## config.mk

```make
export PLATFORM = sky130hd
export DESIGN_NAME = ntt_stage_ctrl
export DESIGN_NICKNAME = d
export VERILOG_FILES = /design/src/rtl/ntt_stage_ctrl_pkg.sv /design/src/rtl/ntt_wb_delay.sv /design/src/rtl/ntt_stage_ctrl.sv
export SDC_FILE = /design/constraint.sdc
export NUM_CORES = 1
export LEC_CHECK = 0
export CORE_ASPECT_RATIO = 1.5
export CORE_UTILIZATION = 57
export CTS_BUF_LIST = sky130_fd_sc_hd__clkbuf_4 sky130_fd_sc_hd__clkbuf_8
export CTS_CLUSTER_SIZE = 10
export DETAILED_ROUTE_END_ITERATION = 10
export PLACE_DENSITY = 0.9
export SETUP_SLACK_MARGIN = 0.1
export SLEW_MARGIN = 40
export SYNTH_ARGS = -nofsm -noshare
export SYNTH_HDL_FRONTEND = slang
export SYNTH_SLANG_ARGS = --single-unit
```

## constraint.sdc

```tcl
create_clock -name clk -period 5.2 [get_ports clk]
set_input_delay 1.04 -clock clk [delete_from_list [all_inputs] [get_ports clk]]
set_output_delay 1.04 -clock clk [all_outputs]
set_load 0.02 [all_outputs]
```

## src/rtl/ntt_stage_ctrl_pkg.sv

```systemverilog
// Shared definitions for the NTT stage sequencer: default widths, butterfly
// mode encodings, FSM state type and the mode legality check.
package ntt_stage_ctrl_pkg;

    localparam int ADDR_W_DEF = 6;
    localparam int TW_W_DEF   = 7;
    localparam int BF_LAT_DEF = 4;
    localparam int STG_W_DEF  = 3;

    // {sel_0, sel_1, KD_mode}
    localparam logic [2:0] MODE_K_R2_NTT  = 3'b000;
    localparam logic [2:0] MODE_K_R4_NTT  = 3'b100;
    localparam logic [2:0] MODE_K_R4_INTT = 3'b110;
    localparam logic [2:0] MODE_K_R2_INTT = 3'b010;
    localparam logic [2:0] MODE_D_NTT     = 3'b001;
    localparam logic [2:0] MODE_D_INTT    = 3'b011;

    typedef enum logic [1:0] {
        ST_IDLE  = 2'd0,
        ST_RUN   = 2'd1,
        ST_DRAIN = 2'd2,
        ST_DONE  = 2'd3
    } state_e;

    // True for the six butterfly configurations compact_bf supports.
    function automatic logic mode_legal_f(input logic [2:0] mode);
        logic ok_s;
        case (mode)
            MODE_K_R2_NTT, MODE_K_R4_NTT, MODE_K_R4_INTT,
            MODE_K_R2_INTT, MODE_D_NTT, MODE_D_INTT: ok_s = 1'b1;
            default:                                 ok_s = 1'b0;
        endcase
        return ok_s;
    endfunction

endpackage

```

## src/rtl/ntt_wb_delay.sv

```systemverilog
// Write-back delay line: carries the read strobe and address through the
// butterfly latency so the write lands exactly BF_LAT cycles after the read.
// Shifts every cycle, so hold bubbles travel through as invalid slots.
module ntt_wb_delay
    import ntt_stage_ctrl_pkg::*;
#(
    parameter int BF_LAT = BF_LAT_DEF,
    parameter int ADDR_W = ADDR_W_DEF
) (
    input  logic              clk,
    input  logic              rst,
    input  logic              in_vld,
    input  logic [ADDR_W-1:0] in_addr,
    output logic              out_vld,
    output logic [ADDR_W-1:0] out_addr
);

    logic [BF_LAT-1:0] vld_q;
    logic [BF_LAT-1:0] vld_d;
    logic [ADDR_W-1:0] addr_q [BF_LAT];
    logic [ADDR_W-1:0] addr_d [BF_LAT];

    // Next contents: new entry at slot 0, everything else moves one slot on.
    always_comb begin
        vld_d[0]  = in_vld;
        addr_d[0] = in_addr;
        for (int i = 1; i < BF_LAT; i++) begin
            vld_d[i]  = vld_q[i-1];
            addr_d[i] = addr_q[i-1];
        end
    end

    // Shift register storage, cleared on reset so no stale write survives an abort.
    always_ff @(posedge clk or negedge rst) begin
        if (!rst) begin
            vld_q <= {BF_LAT{1'b0}};
            for (int i = 0; i < BF_LAT; i++) begin
                addr_q[i] <= {ADDR_W{1'b0}};
            end
        end else begin
            vld_q  <= vld_d;
            addr_q <= addr_d;
        end
    end

    assign out_vld  = vld_q[BF_LAT-1];
    assign out_addr = addr_q[BF_LAT-1];

endmodule

```

## src/rtl/ntt_stage_ctrl.sv

```systemverilog
// NTT/INTT stage sequencer for compact_bf: issues one butterfly read per
// cycle over the four coefficient banks, generates twiddle addresses, and
// drains the butterfly pipeline between stages.
module ntt_stage_ctrl
    import ntt_stage_ctrl_pkg::*;
#(
    parameter int ADDR_W = ADDR_W_DEF,
    parameter int TW_W   = TW_W_DEF,
    parameter int BF_LAT = BF_LAT_DEF,
    parameter int STG_W  = STG_W_DEF
) (
    input  logic              clk,
    input  logic              rst,
    input  logic              start,
    input  logic [2:0]        cfg_mode,
    input  logic [STG_W-1:0]  cfg_stages,
    input  logic              hold,
    output logic              busy,
    output logic              done,
    output logic              cfg_err,
    output logic              sel_0,
    output logic              sel_1,
    output logic              KD_mode,
    output logic              rd_en,
    output logic [ADDR_W-1:0] rd_addr,
    output logic [TW_W-1:0]   tw_addr,
    output logic              wr_en,
    output logic [ADDR_W-1:0] wr_addr
);

    localparam int CNT_W = (BF_LAT > 1) ? $clog2(BF_LAT) : 1;
    localparam logic [CNT_W-1:0]  CNT_LAST = CNT_W'(BF_LAT - 1);
    localparam logic [CNT_W-1:0]  CNT_ONE  = CNT_W'(1);
    localparam logic [STG_W-1:0]  STG_ONE  = STG_W'(1);
    localparam logic [STG_W-1:0]  STG_ZERO = {STG_W{1'b0}};
    localparam logic [STG_W-1:0]  STG_MAX  = {STG_W{1'b1}};
    localparam logic [ADDR_W-1:0] IDX_ONE  = ADDR_W'(1);
    localparam logic [ADDR_W-1:0] IDX_LAST = {ADDR_W{1'b1}};
    localparam logic [TW_W-1:0]   TW_ONE   = TW_W'(1);

    // Twiddle index for stage s: one ROM segment per stage, finer twiddle
    // granularity as the stage number grows.
    function automatic logic [TW_W-1:0] tw_addr_f(input logic [STG_W-1:0] s,
                                                  input logic [ADDR_W-1:0] idx);
        logic [TW_W-1:0] base_s;
        logic [TW_W-1:0] off_s;
        base_s = TW_ONE << s;
        off_s  = TW_W'(idx) >> (ADDR_W - int'(s));
        return base_s + off_s;
    endfunction

    state_e            state_q, state_d;
    logic [CNT_W-1:0]  cnt_q, cnt_d;
    logic [ADDR_W-1:0] idx_q, idx_d;
    logic [STG_W-1:0]  stg_q, stg_d;
    logic [STG_W-1:0]  nstg_q, nstg_d;
    logic [2:0]        mode_q, mode_d;
    logic              busy_q, busy_d;
    logic              done_q, done_d;
    logic              err_q, err_d;
    logic              rd_en_q, rd_en_d;
    logic [ADDR_W-1:0] rd_addr_q, rd_addr_d;
    logic [TW_W-1:0]   tw_addr_q, tw_addr_d;

    logic              start_ok_s;
    logic              accept_s;
    logic              issue_s;
    logic              last_idx_s;
    logic              last_stg_s;
    logic              drain_end_s;
    logic [STG_W-1:0]  first_stg_s;
    logic [STG_W-1:0]  cur_stg_s;
    logic [STG_W-1:0]  stg_step_s;

    assign start_ok_s  = start & mode_legal_f(cfg_mode) & (cfg_stages != STG_ZERO);
    assign accept_s    = (state_q == ST_IDLE) & start_ok_s;
    // A read may be issued on the accept cycle itself so the first read follows start directly.
    assign issue_s     = (accept_s | (state_q == ST_RUN)) & ~hold;
    assign last_idx_s  = (idx_q == IDX_LAST);
    assign drain_end_s = (cnt_q == CNT_LAST);
    // INTT (sel_1) walks the stages downwards.
    assign first_stg_s = cfg_mode[1] ? (cfg_stages - STG_ONE) : STG_ZERO;
    assign cur_stg_s   = accept_s ? first_stg_s : stg_q;
    assign last_stg_s  = mode_q[1] ? (stg_q == STG_ZERO) : (stg_q == (nstg_q - STG_ONE));
    assign stg_step_s  = mode_q[1] ? ((stg_q == STG_ZERO) ? stg_q : (stg_q - STG_ONE))
                                   : ((stg_q == STG_MAX)  ? stg_q : (stg_q + STG_ONE));

    // State and datapath registers; reset aborts any run in progress.
    always_ff @(posedge clk or negedge rst) begin
        if (!rst) begin
            state_q   <= ST_IDLE;
            cnt_q     <= {CNT_W{1'b0}};
            idx_q     <= {ADDR_W{1'b0}};
            stg_q     <= STG_ZERO;
            nstg_q    <= STG_ZERO;
            mode_q    <= 3'b000;
            busy_q    <= 1'b0;
            done_q    <= 1'b0;
            err_q     <= 1'b0;
            rd_en_q   <= 1'b0;
            rd_addr_q <= {ADDR_W{1'b0}};
            tw_addr_q <= {TW_W{1'b0}};
        end else begin
            state_q   <= state_d;
            cnt_q     <= cnt_d;
            idx_q     <= idx_d;
            stg_q     <= stg_d;
            nstg_q    <= nstg_d;
            mode_q    <= mode_d;
            busy_q    <= busy_d;
            done_q    <= done_d;
            err_q     <= err_d;
            rd_en_q   <= rd_en_d;
            rd_addr_q <= rd_addr_d;
            tw_addr_q <= tw_addr_d;
        end
    end

    // Next-state logic: issue a full stage, drain the pipeline, then next stage or finish.
    always_comb begin
        state_d = state_q;
        case (state_q)
            ST_IDLE:  state_d = accept_s ? ST_RUN : ST_IDLE;
            ST_RUN:   state_d = (issue_s && last_idx_s) ? ST_DRAIN : ST_RUN;
            ST_DRAIN: begin
                if (drain_end_s) begin
                    state_d = last_stg_s ? ST_DONE : ST_RUN;
                end else begin
                    state_d = ST_DRAIN;
                end
            end
            ST_DONE:  state_d = ST_IDLE;
            default:  state_d = ST_IDLE;
        endcase
    end

    // Output and datapath next values: config latch, read issue, drain count, done/error pulses.
    always_comb begin
        mode_d    = mode_q;
        nstg_d    = nstg_q;
        stg_d     = stg_q;
        idx_d     = idx_q;
        cnt_d     = {CNT_W{1'b0}};
        busy_d    = busy_q;
        done_d    = 1'b0;
        err_d     = 1'b0;
        rd_en_d   = 1'b0;
        rd_addr_d = rd_addr_q;
        tw_addr_d = tw_addr_q;
        case (state_q)
            ST_IDLE: begin
                if (accept_s) begin
                    mode_d = cfg_mode;
                    nstg_d = cfg_stages;
                    stg_d  = first_stg_s;
                    busy_d = 1'b1;
                end else begin
                    err_d  = start;
                end
            end
            ST_RUN: begin
                cnt_d = {CNT_W{1'b0}};
            end
            ST_DRAIN: begin
                if (drain_end_s) begin
                    stg_d = last_stg_s ? stg_q : stg_step_s;
                    cnt_d = {CNT_W{1'b0}};
                end else begin
                    stg_d = stg_q;
                    cnt_d = cnt_q + CNT_ONE;
                end
            end
            ST_DONE: begin
                done_d = 1'b1;
                busy_d = 1'b0;
            end
            default: begin
                busy_d = 1'b0;
            end
        endcase
        // idx wraps to zero after the last butterfly, ready for the next stage.
        if (issue_s) begin
            rd_en_d   = 1'b1;
            rd_addr_d = idx_q;
            tw_addr_d = tw_addr_f(cur_stg_s, idx_q);
            idx_d     = idx_q + IDX_ONE;
        end else begin
            rd_en_d   = 1'b0;
        end
    end

    ntt_wb_delay #(
        .BF_LAT (BF_LAT),
        .ADDR_W (ADDR_W)
    ) u_wb_delay (
        .clk      (clk),
        .rst      (rst),
        .in_vld   (rd_en_q),
        .in_addr  (rd_addr_q),
        .out_vld  (wr_en),
        .out_addr (wr_addr)
    );

    assign busy    = busy_q;
    assign done    = done_q;
    assign cfg_err = err_q;
    assign sel_0   = mode_q[2];
    assign sel_1   = mode_q[1];
    assign KD_mode = mode_q[0];
    assign rd_en   = rd_en_q;
    assign rd_addr = rd_addr_q;
    assign tw_addr = tw_addr_q;

endmodule
```

Word level (Yosys, flattened, before mapping):

Index checks and enable logic that the tools add are counted.

* register bits after elaboration: 64
* logic and storage cells: 84
* output and inout bits: 27
* bits of input ports: 10

* $add $sub $neg: 8
* shift-type cells: 2
* bitwise logic cells: 6
* multiplexer cells: 23
* reduce and logical (&&, ||, !) cells: 11
* equality and inequality tests: 17

Operator list (number)
* $shr A6 B32 Y7: 1
* $mux W3: 7
* $mux W2: 5
* $eq A3 B3 Y1 const B: 3
* $sub A3 B1 Y3 const B: 3
* $mux W1: 8
* $pmux W2 S4: 1
* $add A7 B7 Y7: 1
* $shl A1 B3 Y7 const A: 1
* $add A6 B1 Y6 const B: 1
* $eq A2 B2 Y1 const B: 3
* $eq A3 B2 Y1 const B: 2
* $eq A6 B6 Y1 const B: 1
* $logic_not A3 Y1: 2
* $ne A2 B2 Y1 const B: 3
* $ne A3 B3 Y1 const B: 2
* $pmux W3 S2: 1
* $reduce_or A6 Y1: 1
* $reduce_and A5 Y1: 1
* $and A1 B1 Y1: 4
* $reduce_and A2 Y1: 2
* $reduce_bool A2 Y1: 2
* $sub A3 B3 Y4 const A: 1
* $add A3 B1 Y3 const B: 1
* other kinds (10): 10

Depth between registers and ports, before layout:

Gate-level depths: netlist of the first run.

* depth after elaboration: 11
* gate-level depth with buffers: 18
* mapped depth without buffers: 18

By module:

From an unflattened synthesis of the first run, not the netlist that was laid out.

* cells, all modules: 257
* area total of the unflattened synthesis: 2890.3 µm²

Modules (own cells, without submodules)
* ntt_stage_ctrl: times used 1, cells an instance 229, area each 2189.6 µm²
* ntt_wb_delay: times used 1, cells an instance 28, area each 700.7 µm²

Least setup slack after synthesis of the first run:

OpenSTA, ideal clock, no wires.

* path kind: input -> register
* start: in cfg_stages[0]
* end: reg tw_addr_q[5] (netlist: tw_addr[5])
* slack: 0.350 ns
* library setup time: 0.137 ns
* arrival: 4.713 ns
* path buffers: 1
* cell stages on the path: 17
* path through: inv_1 ha_1 and2b_2 nor3_4 mux2i_1 inv_1 ha_1 dlygate4sd1_1 a22o_1 a211oi_1 ha_1 a21o_1 a21oi_1 o21bai_1 a21oi_1 xor2_1 o21ai_0

* longest elaborated chain between the ends: 7
* elaborated cells between the ends (all ways): 12
* those cells by class: add/sub: 3; shift: 2; mux: 2; bitwise: 4; reduce/logical: 1

RTL lines
* from (decl): line ntt_stage_ctrl.sv:16 `input logic [STG_W-1:0] cfg_stages,`
* branches (longest 7 deep; another with $add A7 B7 Y7)
* to (signal assigned): line ntt_stage_ctrl.sv:102 `tw_addr_q <= {TW_W{1'b0}};`
* to (signal assigned): line ntt_stage_ctrl.sv:115 `tw_addr_q <= tw_addr_d;`
* to (decl): line ntt_stage_ctrl.sv:63 `logic [TW_W-1:0] tw_addr_q, tw_addr_d;`

Parallel ways; which one is timed is not known.
A chain may end at the register's enable or synchronous reset.

Worst setup path after layout of the first run:

* start: in cfg_stages[1]
* end: reg tw_addr_q[5] (netlist: tw_addr[5])

Same word-level chain as after synthesis.

==> flow_summary.html, run 1 <==
<table>
<tr><th>Metric</th><th>Value</th></tr>
<tr><th colspan="2">Clock network</th></tr>
<tr><td>Number of buffers inserted during clock tree synthesis</td><td>9</td></tr>
<tr><td>Worst-Skew Late Latency</td><td>0.35 ns</td></tr>
<tr><td>Number of clock sinks</td><td>64</td></tr>
<tr><td>Clock transition at path regs</td><td>0.07 ns</td></tr>
<tr><td>TritonCTS clock tree</td><td>done</td></tr>
<tr><td>Root buffer cell</td><td>clkbuf_8</td></tr>
<tr><td>Number of H-tree levels</td><td>3</td></tr>
<tr><td>Max clock buf depth</td><td>2</td></tr>
<tr><th colspan="2">Floorplan</th></tr>
<tr><td>X dimension of the die</td><td>61.5 um</td></tr>
<tr><td>Area inside the core boundary</td><td>5120 um2</td></tr>
<tr><td>Row Count</td><td>32</td></tr>
<tr><td>Effective utilization at floorplan</td><td>59.1%</td></tr>
<tr><td>Die H</td><td>91.3 um</td></tr>
<tr><td>Count of boundary I/O pins</td><td>37</td></tr>
<tr><td>Area of the die</td><td>5620 um2</td></tr>
<tr><th colspan="2">Timing</th></tr>
<tr><td>Final count of negative-setup-slack endpoints</td><td>0</td></tr>
<tr><td>Time the worst path needs with I/O delays and setup</td><td>4.84 ns</td></tr>
<tr><td>Slew @ Worst Pin</td><td>0.563 ns</td></tr>
<tr><td>Max-Slew Margin vs Limit</td><td>62.1%</td></tr>
<tr><td>Final hold vios</td><td>0</td></tr>
<tr><td>RSZ-0062 raised after global routing</td><td>no</td></tr>
<tr><td>Achievable frequency</td><td>207 MHz</td></tr>
<tr><td>Slew Limit Fails</td><td>0</td></tr>
<tr><td>Worst path setup slack after routing</td><td>0.361 ns</td></tr>
<tr><td>Final clock skew</td><td>0.00834 ns</td></tr>
<tr><td>Final cycle utilization of the critical path</td><td>93.1%</td></tr>
<tr><th colspan="2">Route</th></tr>
<tr><td>Post-route ant nets</td><td>0</td></tr>
<tr><td>Final routed DRC violation total</td><td>0</td></tr>
<tr><td>Routed wire length</td><td>6370 um</td></tr>
<tr><td>Routed length per instance</td><td>16.1 um</td></tr>
<tr><td>Count of routing violations after the opening detailed-route iteration</td><td>103</td></tr>
<tr><td>Initial DRT Pass Iterations</td><td>5</td></tr>
<tr><td>Total vias in the final route</td><td>2212</td></tr>
<tr><td>Number of vias per cell after detailed routing</td><td>5.60</td></tr>
<tr><th colspan="2">Setup path</th></tr>
<tr><td>Maximum fanout encountered on the critical timing path</td><td>6</td></tr>
<tr><td>Critical path data required time</td><td>5.42 ns</td></tr>
<tr><td>Critical path startpoint category</td><td>primary input</td></tr>
<tr><td>Worst path arrival time</td><td>5.06 ns</td></tr>
<tr><td>Class of the most critical setup path</td><td>primary input to flip-flop</td></tr>
<tr><td>Endpoint class of the critical path</td><td>flip-flop</td></tr>
<tr><th colspan="2">Power and ir drop</th></tr>
<tr><td>PwrDens</td><td>534 nW/um2</td></tr>
<tr><td>Leakage power of the design</td><td>1.73 nW</td></tr>
<tr><td>Overall power after layout</td><td>1.98 mW</td></tr>
<tr><td>Worst vdd ir</td><td>0.264 mV</td></tr>
<tr><th colspan="2">Synthesis</th></tr>
<tr><td>Share of the synthesized netlist area taken by xor and xnor gates</td><td>4.92%</td></tr>
<tr><td>Total of warnings raised by yosys</td><td>0</td></tr>
<tr><td>Synthesized instance count</td><td>279</td></tr>
<tr><td>Number of nets in the synthesized netlist</td><td>307</td></tr>
<tr><td>Number of enable flip-flop cells after synthesis</td><td>0</td></tr>
<tr><td>Number of different library cells in the post-synthesis netlist</td><td>51</td></tr>
<tr><td>Cell with the most instances after synthesis</td><td>dfrtp_1</td></tr>
<tr><td>Commonest register cell after synthesis</td><td>dfrtp_1</td></tr>
<tr><td>Cell types with the largest area share after synthesis</td><td>dfrtp_1 53%, ha_1 6.6%, nand2_1 5.5%</td></tr>
<tr><td>Synthesized-area fraction occupied by ao, oa, aoi and oai cells</td><td>9.67%</td></tr>
<tr><td>Mux cell area share after synthesis</td><td>3.63%</td></tr>
<tr><td>Sequential element share of the synthesized area</td><td>52.9%</td></tr>
<tr><td>Leading post-synthesis cells by instance count</td><td>64 x dfrtp_1, 44 x nand2_1, 19 x inv_1</td></tr>
<tr><td>Fraction of the mapped netlist area in adder cells</td><td>7.93%</td></tr>
<tr><td>Share of async-settable or async-resettable flops after synthesis</td><td>100%</td></tr>
<tr><td>Post-synth top area share</td><td>52.9%</td></tr>
<tr><td>Area share of and/or/nand/nor cells after synthesis</td><td>15.5%</td></tr>
<tr><td>Synthesized area per cell</td><td>10.9 um2</td></tr>
<tr><td>Largest family of logic cells by synthesized area</td><td>simple AND/OR/NAND/NOR gates</td></tr>
<tr><td>Biggest area consumer among synthesized cells</td><td>dfrtp_1</td></tr>
<tr><td>Post-Syn Area</td><td>3030 um2</td></tr>
<tr><td>Number of synthesized register bits</td><td>64</td></tr>
<tr><th colspan="2">Worst hold path</th></tr>
<tr><td>Hold/Removal Path Class</td><td>flip-flop to flip-flop</td></tr>
<tr><th colspan="2">Layout</th></tr>
<tr><td>Area used by multi-input combinational logic</td><td>1320 um2</td></tr>
<tr><td>Register cell area after layout</td><td>1600 um2</td></tr>
<tr><td>Diode insertion count for antenna repair</td><td>0</td></tr>
<tr><td>Number of inserted filler cells in the final layout</td><td>356</td></tr>
<tr><td>Proportion of layout cells with a drive suffix above 1</td><td>14.4%</td></tr>
<tr><td>Layout Area Growth over Synthesis</td><td>22.4%</td></tr>
<tr><td>Layout Nets</td><td>350</td></tr>
<tr><th colspan="2">GRT</th></tr>
<tr><td>Vias in the first global route</td><td>2179</td></tr>
<tr><td>First-pass GRT wire length</td><td>10200 um</td></tr>
<tr><td>Number of antenna violations at the first check in global routing</td><td>0</td></tr>
<tr><td>Maximum number of pins on one net before global-route repair</td><td>65</td></tr>
<tr><td>GR Util All Layers</td><td>25.3%</td></tr>
<tr><td>GRT Residual Overflow</td><td>0</td></tr>
<tr><th colspan="2">Outcome</th></tr>
<tr><td>Run status</td><td>finished clean</td></tr>
<tr><th colspan="2">Place</th></tr>
<tr><td>Routability Congestion</td><td>0.843</td></tr>
<tr><td>Count of buffers inserted at the top-level ports</td><td>36</td></tr>
<tr><td>HPWL after DPL</td><td>4040 um</td></tr>
<tr><td>Setup slack at placement</td><td>-0.268 ns</td></tr>
<tr><th colspan="2">Flow run</th></tr>
<tr><td>Max capacitance violation total</td><td>0</td></tr>
</table>
## cells in the final DEF, fill, tap and decap left out, types with 4 or more instances in the layout
master	synthesis	routed
nor2b_1	6	6
xnor2_1	12	12
mux2i_1	5	4
a22o_1	4	4
nor2_1	13	13
ha_1	16	15
mux2_2	4	4
clkdlybuf4s50_1	0	34
o21ai_0	15	15
xor2_1	5	5
nand2_1	44	44
clkbuf_8	1	10
inv_1	19	19
a21oi_1	6	5
nor3_1	5	5
and2_2	4	4
buf_4	6	8
dfrtp_1	64	64
## flip-flops by register name, indices dropped and copies added (netlist names)
| register | flops |
|---|---|
| u_wb_delay.vld_q | 4 |
| cnt_q | 2 |
| busy | 1 |
| done | 1 |
| u_wb_delay.out_addr | 6 |
| cfg_err | 1 |
| stg_q | 3 |
| rd_en | 1 |
| rd_addr | 6 |
| state_q | 2 |
| tw_addr | 7 |
| u_wb_delay.addr_d | 18 |
| idx_q | 6 |
| mode_q | 3 |
| nstg_q | 3 |
## critical path, cell delays in order
cell	delay (ns)
clkdlybuf4s50_1	0.45
inv_1	0.06
ha_1	0.19
and2b_2	0.24
nor3_4	0.35
mux2i_1	0.29
inv_1	0.13
ha_2	0.24
a311oi_4	0.33
mux2i_4	0.14
a22o_1	0.26
a211oi_4	0.24
ha_1	0.27
a21o_1	0.17
a21oi_2	0.17
o21bai_1	0.08
a21oi_1	0.17
xor2_1	0.15
o21ai_0	0.08
## per-layer routing
metal | track usage [%] | part of all wire [%] | vias to the layer above
li1 | - | - | 1024
met1 | 28.0 | 38 | 1089
met2 | 42.3 | 53 | 74
met3 | 7.98 | 4.8 | 25
met4 | 11.5 | 3.4 | 0
met5 | 0 | 0 | -
## area by class of cell
class	instances	area share [%]
clock buffer	10	3.71
multi-input combinational	183	35.5
sequential	64	43.2
inverter	19	1.92
timing repair buffer	45	11.6
clock inverter	6	1.86
tap	68	2.29
## metrics by stage
stage	cell area [um2]	utilization (%)	setup TNS, ns	hold slack, ns	std cells
detailed placement	3410	66.6	-0.345	0.336	375
finish	3710	72.4	0	0.345	395
global route	3710	72.4	0	0.355	395
CTS	3620	70.7	0	0.352	391
floorplan	3030	-	0	0.331	279
global placement	3410	66.6	-0.0250	0.331	375
## path summary, 6_finish.rpt
kind                                      start                     end  slack [ns]  cells past startpoint
setup / recovery                  cfg_stages[1]              tw_addr[5]        0.36                     19
hold / removal             u_wb_delay.addr_d[7]    u_wb_delay.addr_d[1]        0.35                      0
setup reg to reg                     state_q[1]              tw_addr[5]        1.07                     16
hold reg to reg            u_wb_delay.addr_d[7]    u_wb_delay.addr_d[1]        0.35                      0
max in group asynchronous                   rst              tw_addr[5]        4.05                      2
min in group asynchronous                   rst  u_wb_delay.out_addr[5]        0.76                      2
## cell families (layout without fill, tap and decap cells)
logic type	Yosys count	after routing
AO/OA/AOI/OAI	44	44
XOR/XNOR	17	17
adder cells (fa/ha/maj)	18	18
buffers and inverters	32	80
flip-flops	64	64
multiplexers	10	10
AND/OR/NAND/NOR	94	94
## report_power, final
group / total [mW] / switching (mW) / internal (mW)
Combinational: 0.756 / 0.399 / 0.357
Clock: 0.438 / 0.202 / 0.236
Sequential: 0.787 / 0.125 / 0.662
## repair_timing
action | 4_1_cts | 5_1_grt
pin swaps | 0 | 3
hold buffers | 0 | 0
endpoints found under the setup margin | 1 | 2
hold endpoints to repair | 0 | 0
setup buffers | 0 | 4
resized for setup | 1 | 9
No activity file was read; power rests on OpenSTA's default activity.
==> inputs of run 2 (changes only) <==
Settings changed: MAX_ROUTING_LAYER from default to met4.
Clock period 5.2 ns to 5.5 ns, I/O delays scaled along.
==> flow_summary.html, run 2 (synthesis results as in run 1) <==
<table>
<tr><th>Metric</th><th>Value</th></tr>
<tr><th colspan="2">Outcome</th></tr>
<tr><td>Run status</td><td>finished clean</td></tr>
<tr><th colspan="2">GRT</th></tr>
<tr><td>First-pass GRT wire length</td><td>9720 um (-4.3%)</td></tr>
<tr><td>Number of antenna violations at the first check in global routing</td><td>0 (unchanged)</td></tr>
<tr><td>Vias in the first global route</td><td>2124 (-2.5%)</td></tr>
<tr><td>GRT Residual Overflow</td><td>0 (unchanged)</td></tr>
<tr><td>GR Util All Layers</td><td>25.0% (-0.29 points)</td></tr>
<tr><td>Maximum number of pins on one net before global-route repair</td><td>65 (unchanged)</td></tr>
<tr><th colspan="2">Worst hold path</th></tr>
<tr><td>Min-Delay Path Depth</td><td>0 (unchanged)</td></tr>
<tr><td>Hold Crit Start</td><td>u_wb_delay.vld_q[1]</td></tr>
<tr><td>Hold worst-path end</td><td>u_wb_delay.vld_q[2]</td></tr>
<tr><td>Hold/Removal Path Class</td><td>flip-flop to flip-flop</td></tr>
<tr><th colspan="2">Place</th></tr>
<tr><td>Routability Congestion</td><td>0.877 (+4.1%)</td></tr>
<tr><td>HPWL after DPL</td><td>4010 um (-0.79%)</td></tr>
<tr><td>Count of buffers inserted at the top-level ports</td><td>36 (unchanged)</td></tr>
<tr><td>Post-placement cell count</td><td>372 (-0.80%)</td></tr>
<tr><td>Setup slack at placement</td><td>-0.192 ns (+0.0756 ns)</td></tr>
<tr><th colspan="2">Route</th></tr>
<tr><td>Initial DRT Pass Iterations</td><td>4 (-1)</td></tr>
<tr><td>Routed wire length</td><td>5950 um (-6.6%)</td></tr>
<tr><td>Final routed DRC violation total</td><td>0 (unchanged)</td></tr>
<tr><td>Routed length per instance</td><td>15.3 um (-5.4%)</td></tr>
<tr><td>Count of routing violations after the opening detailed-route iteration</td><td>160 (+55%)</td></tr>
<tr><td>Number of vias per cell after detailed routing</td><td>5.53 (-1.2%)</td></tr>
<tr><td>Total vias in the final route</td><td>2157 (-2.5%)</td></tr>
<tr><td>Post-route ant nets</td><td>0 (unchanged)</td></tr>
<tr><th colspan="2">Layout</th></tr>
<tr><td>Final standard cell utilization of the core</td><td>70.9% (-1.5 points)</td></tr>
<tr><td>Number of inserted filler cells in the final layout</td><td>370 (+3.9%)</td></tr>
<tr><td>Top library cells by usage in the layout, fill and taps aside</td><td>64 x dfrtp_1, 44 x nand2_1, 35 x clkdlybuf4s50_1, 19 x inv_1</td></tr>
<tr><td>Layout Nets</td><td>345 (-1.4%)</td></tr>
<tr><td>Number of standard cells in the final layout excluding fillers</td><td>390 (-1.3%)</td></tr>
<tr><td>Diode insertion count for antenna repair</td><td>0 (unchanged)</td></tr>
<tr><td>Flip-flop count of the largest register, all copies and words added</td><td>18 (unchanged)</td></tr>
<tr><td>Proportion of layout cells with a drive suffix above 1</td><td>12.1% (-2.3 points)</td></tr>
<tr><td>Leading cell type in the layout, fill and taps excluded</td><td>dfrtp_1</td></tr>
<tr><td>Layout Area Growth over Synthesis</td><td>20.0%</td></tr>
<tr><th colspan="2">Timing</th></tr>
<tr><td>RSZ-0062 raised after global routing</td><td>no</td></tr>
<tr><td>Slew @ Worst Pin</td><td>0.560 ns (-0.00331 ns)</td></tr>
<tr><td>Final count of negative-setup-slack endpoints</td><td>0 (unchanged)</td></tr>
<tr><td>Max-Slew Margin vs Limit</td><td>62.7% (+0.57 points)</td></tr>
<tr><td>Final cycle utilization of the critical path</td><td>94.5%</td></tr>
<tr><td>Final clock skew</td><td>0.00554 ns (-0.00280 ns)</td></tr>
<tr><td>Final hold vios</td><td>0 (unchanged)</td></tr>
<tr><td>Slew Limit Fails</td><td>0 (unchanged)</td></tr>
<tr><td>Achievable frequency</td><td>192 MHz</td></tr>
<tr><td>Time the worst path needs with I/O delays and setup</td><td>5.20 ns</td></tr>
<tr><td>Worst path setup slack after routing</td><td>0.304 ns (-0.0574 ns)</td></tr>
<tr><th colspan="2">Power and ir drop</th></tr>
<tr><td>Switch Pwr</td><td>651 uW (-10%)</td></tr>
<tr><td>Relative contribution of sequential cells to total power</td><td>41.0% (+1.3 points)</td></tr>
<tr><td>Clock Power Share</td><td>22.5% (+0.4 points)</td></tr>
<tr><td>Overall power after layout</td><td>1.80 mW (-8.9%)</td></tr>
<tr><td>Combinational Power Share</td><td>36.5% (-1.7 points)</td></tr>
<tr><td>Switching power share of the total</td><td>36.1% (-0.57 points)</td></tr>
<tr><td>PwrDens</td><td>497 nW/um2 (-7.0%)</td></tr>
<tr><td>Worst vdd ir</td><td>0.317 mV (+20%)</td></tr>
<tr><td>Leakage power of the design</td><td>1.69 nW (-2.2%)</td></tr>
<tr><td>Internal power of the cells</td><td>1.15 mW (-8.1%)</td></tr>
<tr><th colspan="2">Clock network</th></tr>
<tr><td>Number of hold buffers added after CTS</td><td>0 (unchanged)</td></tr>
<tr><td>Clock transition at path regs</td><td>0.07 ns (about the same)</td></tr>
<tr><td>Root buffer cell</td><td>clkbuf_8</td></tr>
<tr><td>Number of clock sinks</td><td>64 (unchanged)</td></tr>
<tr><td>Number of buffers inserted during clock tree synthesis</td><td>9 (unchanged)</td></tr>
<tr><td>Max clock buf depth</td><td>2 (unchanged)</td></tr>
<tr><td>Worst-Skew Late Latency</td><td>0.35 ns (about the same)</td></tr>
<tr><td>TritonCTS clock tree</td><td>done</td></tr>
<tr><td>Number of H-tree levels</td><td>3 (unchanged)</td></tr>
<tr><th colspan="2">Setup path</th></tr>
<tr><td>Worst path arrival time</td><td>5.41 ns (+0.35 ns)</td></tr>
<tr><td>Endpoint of the lowest-slack register-to-register path</td><td>tw_addr[5]</td></tr>
<tr><td>Cell-by-cell trace of the critical path</td><td>clkdlybuf4s50_1 &gt; inv_1 &gt; ha_1 &gt; and2b_2 &gt; nor3_4 &gt; buf_4 &gt; mux2i_4 &gt; inv_1 &gt; ha_1 &gt; a311oi_1 &gt; mux2i_1 &gt; a22o_1 &gt; a211oi_2 &gt; ha_1 &gt; a21o_1 &gt; a21oi_1 &gt; o21bai_1 &gt; a21oi_1 &gt; xor2_1 &gt; o21ai_0</td></tr>
<tr><td>Critical path startpoint category</td><td>primary input</td></tr>
<tr><td>Buffering stage count on the worst path with inverters included</td><td>4 (+1)</td></tr>
<tr><td>Endpoint class of the critical path</td><td>flip-flop</td></tr>
<tr><td>Class of the most critical setup path</td><td>primary input to flip-flop</td></tr>
<tr><td>Maximum fanout encountered on the critical timing path</td><td>5 (-1)</td></tr>
<tr><td>Critical path data required time</td><td>5.71 ns (+0.29 ns)</td></tr>
<tr><td>Gate family responsible for the most delay along the worst path</td><td>compound AO/OA/AOI/OAI gates</td></tr>
<tr><td>Highest cell delay on the worst timing path</td><td>0.51 ns (+0.06 ns)</td></tr>
<tr><td>Library cell appearing most often on the critical path</td><td>ha_1</td></tr>
<tr><td>Crit Reg-Reg Startpoint</td><td>state_q[1]</td></tr>
<tr><td>Setup slack on the worst flop-to-flop path</td><td>1.17 ns (+0.10 ns)</td></tr>
<tr><td>Library cell contributing the largest single delay on the critical path</td><td>clkdlybuf4s50_1</td></tr>
<tr><td>Worst-case reg-to-reg path depth</td><td>17 (+1)</td></tr>
<tr><th colspan="2">Floorplan</th></tr>
<tr><td>X dimension of the die</td><td>61.5 um (unchanged)</td></tr>
<tr><td>Area of the die</td><td>5620 um2 (unchanged)</td></tr>
<tr><td>Row Count</td><td>32 (unchanged)</td></tr>
<tr><td>Area inside the core boundary</td><td>5120 um2 (unchanged)</td></tr>
<tr><td>Effective utilization at floorplan</td><td>59.1% (unchanged)</td></tr>
<tr><td>Die H</td><td>91.3 um (unchanged)</td></tr>
<tr><td>Count of boundary I/O pins</td><td>37 (unchanged)</td></tr>
<tr><th colspan="2">Flow run</th></tr>
<tr><td>Max capacitance violation total</td><td>0 (unchanged)</td></tr>
</table>
==> run 2: power by group through the flow <==
stage	sequential (mW)	combinational (mW)	clock, mW
after floorplan	0.773	0.390	0
after global placement	0.738	0.615	0
after detailed placement	0.746	0.636	0
after CTS	0.740	0.648	0.417
after global routing	0.758	0.722	0.438
final	0.740	0.658	0.406
==> run 2: worst max-delay path by stage <==
stage                              from          to  depth (start not counted)
final                     cfg_stages[0]  tw_addr[5]                         20
after floorplan           cfg_stages[0]  tw_addr[5]                         17
after global placement    cfg_stages[0]  tw_addr[5]                         19
after detailed placement  cfg_stages[0]  tw_addr[5]                         19
after CTS                 cfg_stages[0]  tw_addr[5]                         19
after global routing      cfg_stages[0]  tw_addr[6]                         19
==> run 2: per-layer routing <==
layer | up-vias | GRT usage (%) | share of wire (%)
met1 | 1046 | 27.5 | 39
met3 | 20 | 7.83 | 5.0
met5 | - | - | 0
met2 | 76 | 38.3 | 53
li1 | 1015 | - | -
met4 | 0 | 14.8 | 3.4
==> run 2: timing repair <==
action / CTS / global route
setup buffers: 0 / 2
endpoints found under the hold margin: 0 / 0
resized for setup: 0 / 4
endpoints found under the setup margin: 0 / 2
==> run 2: layout make-up <==
cell class / instances / area [um2] / share of cell area, %
multi-input combinational: 183 / 1280 / 35.3
clock buffer: 10 / 138 / 3.79
sequential: 64 / 1600 / 44.1
timing repair buffer: 40 / 389 / 10.7
clock inverter: 6 / 67.6 / 1.86
inverter: 19 / 71.3 / 1.96
tap: 68 / 85.1 / 2.34
==> run 2: stage by stage <==
step           cell area [um2]  TNS (ns)  hold WS, ns
2_1_floorplan             3030         0        0.331
3_3_place_gp              3390         0        0.331
3_5_place_dp              3390    -0.192        0.336
4_1_cts                   3590         0        0.351
5_1_grt                   3630         0        0.355
6_report                  3630         0        0.349
==> run 2: worst register-to-register path, cell delays in order, from the launching register on <==
cell and delay (ns):
dfrtp_1 0.48, or3b_4 0.47, nor3_4 0.29, buf_4 0.21, mux2i_4 0.29, inv_1 0.11, ha_1 0.26, a311oi_1 0.22
mux2i_1 0.22, a22o_1 0.27, a211oi_2 0.22, ha_1 0.28, a21o_1 0.15, a21oi_1 0.21, o21bai_1 0.09, a21oi_1 0.17
xor2_1 0.16, o21ai_0 0.09
